==> config.mk <==
export PLATFORM = sky130hd
export DESIGN_NAME = divider_ctrl
export DESIGN_NICKNAME = d
export VERILOG_FILES = /design/src/rtl/divider_ctrl.sv
export SDC_FILE = /design/constraint.sdc
export NUM_CORES = 1
export LEC_CHECK = 0
export CELL_PAD_IN_SITES_DETAIL_PLACEMENT = 0
export CELL_PAD_IN_SITES_GLOBAL_PLACEMENT = 1
export CORE_MARGIN = 10
export CORE_UTILIZATION = 25
export CTS_CLUSTER_DIAMETER = 100
export DETAILED_ROUTE_END_ITERATION = 12
export PLACE_DENSITY_LB_ADDON = 0.1
export SLEW_MARGIN = 20
export SYNTH_ARGS = -nofsm -noshare
export SYNTH_HDL_FRONTEND = slang
export SYNTH_SLANG_ARGS = --single-unit
==> constraint.sdc <==
create_clock -name clk -period 3.8 [get_ports clk]
set_input_delay 0.76 -clock clk [delete_from_list [all_inputs] [get_ports clk]]
set_output_delay 0.76 -clock clk [all_outputs]
set_load 0.02 [all_outputs]
==> src/rtl/divider_ctrl.sv <==
// Control FSM for a WIDTH-bit non-restoring divider: sequences load, shift,
// add/subtract and final correction strobes, and flags divide-by-zero.
module divider_ctrl #(
  parameter int WIDTH = 8
) (
  input  logic             clk,
  input  logic             reset,
  input  logic             start,
  input  logic [WIDTH-1:0] divisor,
  input  logic             rem_sign,
  output logic             load,
  output logic             shift_en,
  output logic             sub_en,
  output logic             add_en,
  output logic             final_add,
  output logic             count_en,
  output logic             busy,
  output logic             done,
  output logic             div_err
);

  localparam int CW = (WIDTH > 1) ? $clog2(WIDTH) : 1;
  localparam logic [CW-1:0] LAST = CW'(WIDTH - 1);

  typedef enum logic [2:0] {IDLE, LOAD, SHIFT, OP, CORRECT, DONE} state_t;

  state_t        state, state_nxt;
  logic [CW-1:0] cnt;
  logic          accept;
  logic          div_zero;

  always_comb begin
    accept   = (state == IDLE) && start;
    div_zero = (divisor == '0);
  end

  always_ff @(posedge clk or posedge reset) begin
    if (reset) begin
      state <= IDLE;
    end else begin
      state <= state_nxt;
    end
  end

  // Counter holds at LAST on the final OP so it never wraps mid-operation.
  always_ff @(posedge clk or posedge reset) begin
    if (reset) begin
      cnt     <= '0;
      div_err <= 1'b0;
    end else begin
      if (accept) begin
        div_err <= div_zero;
      end
      if (state == LOAD) begin
        cnt <= '0;
      end else if ((state == OP) && (cnt != LAST)) begin
        cnt <= cnt + CW'(1);
      end
    end
  end

  always_comb begin
    state_nxt = state;
    load      = 1'b0;
    shift_en  = 1'b0;
    sub_en    = 1'b0;
    add_en    = 1'b0;
    final_add = 1'b0;
    count_en  = 1'b0;
    done      = 1'b0;
    busy      = (state != IDLE);
    case (state)
      IDLE: begin
        if (start) begin
          state_nxt = div_zero ? DONE : LOAD;
        end
      end
      LOAD: begin
        load      = 1'b1;
        state_nxt = SHIFT;
      end
      SHIFT: begin
        shift_en  = 1'b1;
        state_nxt = OP;
      end
      OP: begin
        sub_en    = ~rem_sign;
        add_en    = rem_sign;
        count_en  = 1'b1;
        state_nxt = (cnt == LAST) ? CORRECT : SHIFT;
      end
      CORRECT: begin
        final_add = rem_sign;
        state_nxt = DONE;
      end
      DONE: begin
        done      = 1'b1;
        state_nxt = IDLE;
      end
      default: state_nxt = IDLE;
    endcase
  end

endmodule

==> run_results.csv, run 1 <==
group,metric,value,unit
yosys,synthAdderAreaFrac,5.882,%
yosys,synthMuxAreaShare,2.647,%
cells_and_area,final_layout_size_suffix_gt1_share,6.061,%
clock_tree,cts_resized,0,
yosys,ys_types,22,
sta,setup_tns,0,ns
clock_tree,clock-sinks,7,
yosys,synth_simple_gate_area_share,32.06,%
global_route,grt_pass1_wl,1.807,mm
routing,final_antenna_net_count,0,
floorplan,die_area,3752,um2
yosys,synth_edf_count,0,
yosys,synth_compound_area_share,12.94,%
yosys,async_flop_share,100.0,%
floorplan,die_h,61.25,um
power,sequentialPowerShare,32.7,%
global_route,overflow,0,
sta,drv_slew,0,
clock_tree,cts_root_buf,"clkbuf_4",
clock_tree,ctsHoldBuffers,0,
sta,max_slew_margin,73.12,%
yosys,synth_ff_type,"dfrtp_1",
setup_path,start_kind,"input pin",
yosys,synth_fp_nets,59,
routing,wl,1.103,mm
routing,wl_per_cell,13.45,um
setup_path,critical_path_class,"in2out",
floorplan,initial_core_util,27.29,%
placed_design,io_buffers,20,
routing,vias_per_cell,4.951,
status,status,"completed",
power,power.switching,0.1768,mW
yosys,ys_ff_latch,7,
sta,tightest_slew,0.4023,ns
cells_and_area,final_nets,81,
setup_path,crit_start,"rem_sign",
global_route,antenna_found_initial,0,
sta,min_period,2.755,ns
setup_path,cp-end-kind,"output pin",
clock_tree,clk_pin_slew,0.05,ns
yosys,synth_most_common_cell,"dfrtp_1",
floorplan,rows,14,
power,p_comb_share,52.6,%
setup_path,path_max_fanout,3,
power,internal-power,0.2676,mW
power,peakVddDrop,0.2190,mV
clock_tree,insertion_delay,0.24,ns
power,p_leak,0.2778,nW
yosys,yosysTopAreaCell,"dfrtp_1",
floorplan,pin_count,21,
power,clkPwrFrac,14.7,%
yosys,synth_area_leaders,"dfrtp_1, ha_1, a32o_1",
yosys,syn-instance-count,45,
yosys,synth_top_area_share,41.18,%
global_route,grt_max_degree,15,
min_path,min_path_type,"reg2reg",
sta,clock.fmax,362.9,MHz
cells_and_area,fillers,170,
power,p_per_area,676.6,nW/um2
floorplan,core,1559,um2
run,cap_violations,0,
global_route,track_usage,6.477,%
yosys,synth_xor_area_share,0,%
power,p_sw_share,39.79,%
global_route,grt_pass1_vias,398,
min_path,worstHoldPathCells,1,
routing,num_vias,406,
yosys,synthesis.area,425.4,um2
yosys,avgSynthCellArea,9.454,um2
floorplan,die_x,61.25,um
setup_path,reg2reg_depth,4,
cells_and_area,area_growth,54.41,%
sta,final.setup_skew,0.004192,ns
clock_tree,htree_levels,1,
sta,setup_violations,0,
routing,drc,0,
sta,rsz0062_at_grt,"false",
yosys,yosysWarnings,0,
clock_tree,postCtsSetupBuffers,0,
placed_design,place_hpwl,917.7,um
routing,first_pass_iters,4,
routing,drt_first_iter_violations,6,
placed_design,finalWeightedCongestion,0.6584,
sta,hold_viol,0,
yosys,yosysSeqAreaShare,41.18,%
setup_path,worst_ep_arrival_time,2.00,ns
clock_tree,clockBufferDepth,2,
clock_tree,cts_tree,"done",
sta,min_period_over_period,72.51,%
setup_path,timing.rr.start,"cnt[0]",
setup_path,worstPathRequired,3.04,ns
yosys,synth_top_family_by_area,"simple AND/OR/NAND/NOR gates",
yosys,synth_common_cells,"dfrtp_1, nor2_1, buf_2, nand2_1",
cells_and_area,fin_util,42.13,%
cells_and_area,antennaDiodeCount,0,
min_path,worstHoldStart,"div_err",
clock_tree,cts_inserted_buffers,3,
==> logic make-up after synthesis <==
kind of cell,count (synthesis)
AOI/OAI and AO/OA,7
adders and majority gates,2
buffers and inverters,5
DFF,7
muxes,1
and+or+nand+nor,23
==> worst max-delay path, stage by stage <==
cell	delay, ns
clkdlybuf4s50_1	0.48
and3_1	0.15
clkdlybuf4s50_1	0.60
==> area by class of cell <==
cell class	count	area [um2]	share of cell area, %
clock buffers	4	26.28	4.000
multi-input cells	33	227.7	34.67
flip-flops and latches	7	175.2	26.67
well taps	16	20.02	3.048
inverters	2	7.507	1.143
repair buffers	20	200.2	30.48
==> routing by layer <==
metal / GRT usage [%] / part of all wire (%)
met5: 0 / 0
met3: 4.938 / 15
met2: 9.024 / 39
met1: 6.792 / 45
met4: 3.909 / 0.73
==> power groups by stage <==
stage | Combinational (mW) | Clock, mW | Sequential (mW)
after floorplan | 0.174 | 0 | 0.116
after global placement | 0.235 | 0 | 0.145
after detailed placement | 0.239 | 0 | 0.147
after CTS | 0.240 | 0.0696 | 0.145
after global routing | 0.257 | 0.0776 | 0.154
final | 0.234 | 0.0651 | 0.145
==> final timing paths <==
check / end / slack [ns]
worst max-delay path: add_en / 1.04
worst min-delay path: div_err / 0.50
worst max register to register: cnt[1] / 2.36
worst min register to register: div_err / 0.50
max in group asynchronous: state[1] / 2.84
min in group asynchronous: cnt[0] / 0.74
==> per-stage QoR <==
step	cells	setup WS, ns	power (mW)	instance area [um2]	hold WS [ns]
after detailed placement	78	1.039	0.3860	630.6	0.4902
after CTS	82	1.034	0.4546	656.9	0.5040
after global placement	78	1.046	0.3802	630.6	0.4812
final	82	1.045	0.4444	656.9	0.4952
after global routing	82	1.015	0.4887	656.9	0.5153
after floorplan	45	1.771	0.2895	425.4	0.4698
==> flip-flops by register name, summed over array words and instances (netlist names) <==
| signal | flops |
|---|---|
| state | 3 |
| div_err | 1 |
| cnt | 3 |
==> cells in the final DEF, fill, tap and decap left out <==
cell type / count
clkbuf_4: 3
dfrtp_1: 7
ha_1: 2
clkbuf_1: 1
inv_1: 2
nor3_1: 1
mux2_1: 1
o21ai_0: 1
nand3b_1: 2
and3_1: 2
and2_1: 2
or4_1: 1
or4_4: 1
or3_1: 1
nand2b_1: 2
nand2_1: 3
clkdlybuf4s50_1: 20
o22ai_1: 1
nor2_1: 4
nor2b_1: 2
a32o_1: 2
nor3b_1: 2
a211oi_1: 2
a31o_1: 1
No activity file was read; power rests on OpenSTA's default activity.
==> run 2: changes to the inputs <==
--- a/config.mk
+++ b/config.mk
@@ -8,7 +8,7 @@
 export CELL_PAD_IN_SITES_DETAIL_PLACEMENT = 0
 export CELL_PAD_IN_SITES_GLOBAL_PLACEMENT = 1
 export CORE_MARGIN = 10
-export CORE_UTILIZATION = 25
+export CORE_UTILIZATION = 24
 export CTS_CLUSTER_DIAMETER = 100
 export DETAILED_ROUTE_END_ITERATION = 12
 export PLACE_DENSITY_LB_ADDON = 0.1
==> constraint.sdc (replaced) <==
create_clock -name clk -period 2.5 [get_ports clk]
set_input_delay 0.5 -clock clk [delete_from_list [all_inputs] [get_ports clk]]
set_output_delay 0.5 -clock clk [all_outputs]
set_load 0.02 [all_outputs]
==> run_results.csv, run 2 (synthesis results as in run 1) <==
group,metric,value,unit
run,cap_violations,0,
sta,max_slew_margin,72.33,%
cells_and_area,antennaDiodeCount,0,
clock_tree,clock-sinks,7,
global_route,grt_pass1_wl,1.938,mm
sta,tightest_slew,0.4142,ns
setup_path,cp.depth,4,
sta,drv_slew,0,
global_route,grt_pass1_vias,448,
routing,num_vias,429,
placed_design,place_hpwl,902.8,um
clock_tree,cts_tree,"done",
setup_path,slowest_delay,0.61,ns
cells_and_area,layout_commonest_cell,"clkdlybuf4s50_1",
global_route,antenna_found_initial,0,
cells_and_area,most-common-layout-cells,"clkdlybuf4s50_1, dfrtp_1, nor2_1",
floorplan,rows,15,
setup_path,path_max_fanout,10,
floorplan,die_x,62.10,um
floorplan,pin_count,21,
setup_path,timing.rr.start,"cnt[0]",
routing,final_antenna_net_count,0,
setup_path,cpMostUsedCell,"nor2b_1",
setup_path,cp-end-kind,"output pin",
status,status,"completed",
sta,setup_violations,0,
placed_design,io_buffers,20,
setup_path,worstPathRequired,2.00,ns
routing,drc,0,
routing,vias_per_cell,4.613,
setup_path,rrSetupSlack,1.04,ns
setup_path,crit_start,"state[0]",
setup_path,critical_path_class,"reg2out",
power,p_per_area,1012,nW/um2
clock_tree,cts_root_buf,"clkbuf_4",
clock_tree,insertion_delay,0.25,ns
setup_path,crit_chain,"nor2b_1, and2_1, nor2b_1, clkdlybuf4s50_1",
sta,final.setup_skew,0.0005563,ns
min_path,min_path_type,"in2async",
clock_tree,clk_pin_slew,0.05,ns
sta,hold_viol,0,
setup_path,start_kind,"flip-flop",
cells_and_area,area_growth,60.88,%
power,peakVddDrop,0.3809,mV
cells_and_area,final_nets,83,
clock_tree,ctsHoldBuffers,0,
floorplan,core,1708,um2
sta,setup_tns,0,ns
sta,min_period_over_period,91.94,%
setup_path,path_buf_inv,1,
cells_and_area,design_area,684.4,um2
floorplan,initial_core_util,24.91,%
cells_and_area,fillers,173,
sta,clock.fmax,435.0,MHz
floorplan,die_area,3856,um2
global_route,overflow,0,
sta,rsz0062_at_grt,"false",
routing,wl_met3,123,um
global_route,grt_max_degree,11,
cells_and_area,final_layout_size_suffix_gt1_share,10.29,%
routing,wl,1.094,mm
setup_path,critPathTopFamily,"buffers and inverters",
placed_design,finalWeightedCongestion,0.6858,
global_route,track_usage,5.908,%
routing,top_layer_used,"met4",
cells_and_area,top_regs,"cnt: 3 flops, state: 3 flops, div_err: 1 flops",
clock_tree,cts_inserted_buffers,3,
routing,drt_first_iter_violations,5,
setup_path,crit_end,"sub_en",
clock_tree,clockBufferDepth,2,
placed_design,placed_area,656.9,um2
setup_path,worstReg2RegEnd,"cnt[1]",
setup_path,critPathSlowestCell,"clkdlybuf4s50_1",
setup_path,worst_ep_arrival_time,1.80,ns
clock_tree,htree_levels,1,
sta,min_period,2.299,ns
routing,wl_per_cell,11.76,um
routing,wirelength_met1,513,um
floorplan,die_h,62.10,um
power,p_leak,0.2865,nW
routing,first_pass_iters,2,
cells_and_area,register_area,176.4,um2
setup_path,reg2reg_depth,4,
cells_and_area,multi_input_area,227.7,um2
routing,dr_wl_met2,440,um
run 2: cell count changes in the layout (fill, tap and decap cells not counted):
cell     before  now
dfrtp_1       7    6
dfrtp_2       0    1
buf_4         0    2
run 2: what timing repair did:
item / CTS / global route
buffers inserted: 0 / 0
setup endpoints to repair: 0 / 1
resized for setup: 0 / 1
endpoints found under the hold margin: 0 / 0
run 2: power breakdown:
| part | total, mW | internal, mW | switching [mW] |
|---|---|---|---|
| Combinational | 0.381 | 0.201 | 0.180 |
| Clock | 0.103 | 0.0609 | 0.0420 |
| Sequential | 0.209 | 0.158 | 0.0503 |
| Total | 0.693 | 0.420 | 0.272 |
run 2: final cells by class:
type,count,share of cell area (%)
timing repair buffer,22,31.44
sequential,7,25.78
tap,25,4.570
multi-input combinational,33,33.27
inverter,2,1.097
clock buffer,4,3.839
run 2: per-stage QoR:
step	std cells	power (mW)	hold WS [ns]	setup WS, ns	util, %
5_1_grt	93	0.7550	0.5175	0.07079	40.07
6_report	93	0.6928	0.4823	0.2014	40.07
3_5_place_dp	89	0.5957	0.4920	0.2630	38.46
2_1_floorplan	45	0.4400	0.3034	0.7305	-
4_1_cts	93	0.7022	0.4973	0.09540	40.00
3_3_place_gp	89	0.5934	0.4780	0.2651	38.46
run 2: worst min-delay path by stage:
stage               startpoint  endpoint  slack [ns]  cells after the start
detailed placement     div_err   div_err        0.49                      1
global placement        cnt[1]    cnt[1]        0.48                      1
global route             reset    cnt[1]        0.52                      2
CTS                      reset   div_err        0.50                      2
floorplan                reset    cnt[0]        0.30                      1
finish                   reset   div_err        0.48                      2
run 2: per-layer routing:
metal	global-route usage, %	vias to the layer above
li1	-	212
met1	6.823	192
met2	8.462	21
met3	3.584	4
met4	2.571	0
met5	0	-
==> run 3: changes to the inputs <==
--- a/config.mk
+++ b/config.mk
@@ -5,12 +5,14 @@
 export SDC_FILE = /design/constraint.sdc
 export NUM_CORES = 1
 export LEC_CHECK = 0
+export CAP_MARGIN = 20
 export CELL_PAD_IN_SITES_DETAIL_PLACEMENT = 0
 export CELL_PAD_IN_SITES_GLOBAL_PLACEMENT = 1
 export CORE_MARGIN = 10
-export CORE_UTILIZATION = 24
+export CORE_UTILIZATION = 25
 export CTS_CLUSTER_DIAMETER = 100
 export DETAILED_ROUTE_END_ITERATION = 12
+export HOLD_SLACK_MARGIN = 0.05
 export PLACE_DENSITY_LB_ADDON = 0.1
 export SLEW_MARGIN = 20
 export SYNTH_ARGS = -nofsm -noshare
==> constraint.sdc (replaced) <==
create_clock -name clk -period 2.2 [get_ports clk]
set_input_delay 0.44 -clock clk [delete_from_list [all_inputs] [get_ports clk]]
set_output_delay 0.44 -clock clk [all_outputs]
set_load 0.02 [all_outputs]
==> run_results.csv, run 3 (synthesis results as in run 1) <==
group,metric,value,unit
sta,setup_tns,0,ns
power,p_sw_share,39.09,%
power,internal-power,0.4834,mW
routing,first_pass_iters,2,
placed_design,io_buffers,20,
setup_path,worstPathRequired,1.76,ns
power,p_leak,0.3445,nW
routing,wl_per_cell,13.11,um
global_route,grt_pass1_wl,1.752,mm
sta,drv_slew,0,
power,clkPwrFrac,14.4,%
run,cap_violations,0,
power,sequentialPowerShare,28.8,%
placed_design,place_hpwl,904.8,um
sta,tightest_slew,0.4261,ns
routing,drc,0,
global_route,overflow,0,
power,power.total,0.7936,mW
cells_and_area,fin_util,44.14,%
cells_and_area,antennaDiodeCount,0,
routing,final_antenna_net_count,0,
status,status,"completed",
clock_tree,postCtsSetupBuffers,0,
global_route,grt_pass1_vias,423,
placed_design,dp.cells,81,
sta,final.setup_skew,0.001647,ns
setup_path,cp-end-kind,"output pin",
clock_tree,htree_levels,1,
clock_tree,cts_tree,"done",
cells_and_area,top_regs,"cnt: 3 flops, state: 3 flops, div_err: 1 flops",
floorplan,die_area,3752,um2
setup_path,start_kind,"input pin",
power,p_per_area,1153,nW/um2
routing,drt_first_iter_violations,2,
routing,num_vias,419,
global_route,track_usage,6.396,%
cells_and_area,most-common-layout-cells,"clkdlybuf4s50_1, dfrtp_1, nor2_1",
setup_path,path_max_fanout,3,
cells_and_area,area_growth,61.76,%
clock_tree,clockBufferDepth,2,
clock_tree,clk_pin_slew,0.05,ns
routing,vias_per_cell,4.929,
floorplan,rows,14,
min_path,min_path_type,"in2async",
sta,min_period,2.114,ns
floorplan,die_x,61.25,um
floorplan,initial_core_util,27.29,%
clock_tree,insertion_delay,0.25,ns
sta,rsz0062_at_grt,"false",
sta,clock.fmax,472.9,MHz
cells_and_area,fillers,150,
setup_path,critical_path_class,"in2out",
floorplan,core,1559,um2
power,power.switching,0.3102,mW
floorplan,die_h,61.25,um
cells_and_area,final_nets,84,
cells_and_area,final_layout_size_suffix_gt1_share,11.59,%
clock_tree,cts_root_buf,"clkbuf_4",
cells_and_area,design_area,688.2,um2
placed_design,finalWeightedCongestion,0.6677,
clock_tree,clock-sinks,7,
sta,setup_violations,0,
sta,min_period_over_period,96.11,%
global_route,antenna_found_initial,0,
sta,hold_viol,0,
routing,wl,1.114,mm
cells_and_area,fin_cells,85,
sta,max_slew_margin,71.53,%
global_route,grt_max_degree,15,
placed_design,placed_area,653.1,um2
power,peakVddDrop,0.4097,mV
setup_path,worst_ep_arrival_time,1.67,ns
clock_tree,ctsHoldBuffers,0,
power,p_comb_share,56.8,%
cells_and_area,layout_commonest_cell,"clkdlybuf4s50_1",
clock_tree,cts_inserted_buffers,3,
floorplan,pin_count,21,
## run 3: stage by stage
| step | setup slack (ns) | hold WS [ns] |
|---|---|---|
| 2_1_floorplan | 0.4905 | 0.2434 |
| 3_3_place_gp | 0.08776 | 0.4789 |
| 3_5_place_dp | 0.08422 | 0.4914 |
| 4_1_cts | 0.02875 | 0.4248 |
| 5_1_grt | 0.0002711 | 0.4595 |
| 6_report | 0.08555 | 0.4213 |
## run 3: path summary, 6_finish.rpt
path                       endpoint  startpoint  cells after the start  slack (ns)
max reg2reg                  cnt[1]      cnt[0]                      4        0.73
min reg2reg                  cnt[2]      cnt[2]                      1        0.50
min in group clk             cnt[2]      cnt[2]                      1        0.50
min                          cnt[2]       reset                      2        0.42
max                          add_en    rem_sign                      3        0.09
max in group asynchronous  state[1]       reset                      2        1.55
## run 3: metal layers
metal | global-route usage, % | wire (um) | up-vias
li1 | - | - | 211
met1 | 5.979 | 472 | 184
met2 | 9.320 | 455 | 20
met3 | 4.938 | 168 | 4
met4 | 4.886 | 17 | 0
met5 | 0 | 0 | -
## run 3: cell type report
class	instances	area (um2)	share of cell area [%]
clock buffer	4	26.28	3.818
inverter	2	7.507	1.091
multi-input combinational	33	227.7	33.09
sequential	7	176.4	25.64
tap	16	20.02	2.909
timing repair buffer	23	230.2	33.45
## run 3: power groups by stage
stage	Clock (mW)	Combinational [mW]	Sequential [mW]
floorplan	0	0.300	0.200
global placement	0	0.455	0.228
detailed placement	0	0.461	0.229
CTS	0.119	0.463	0.229
global route	0.135	0.496	0.239
finish	0.115	0.450	0.229
## run 3: timing repair
action	4_1_cts	5_1_grt
endpoints found under the hold margin	0	0
gates resized for setup	1	3
setup endpoints to repair	1	3
## run 3: critical path, stage by stage
cell and delay, ns:
clkdlybuf4s50_1 0.49, and3_1 0.15, clkdlybuf4s50_1 0.60
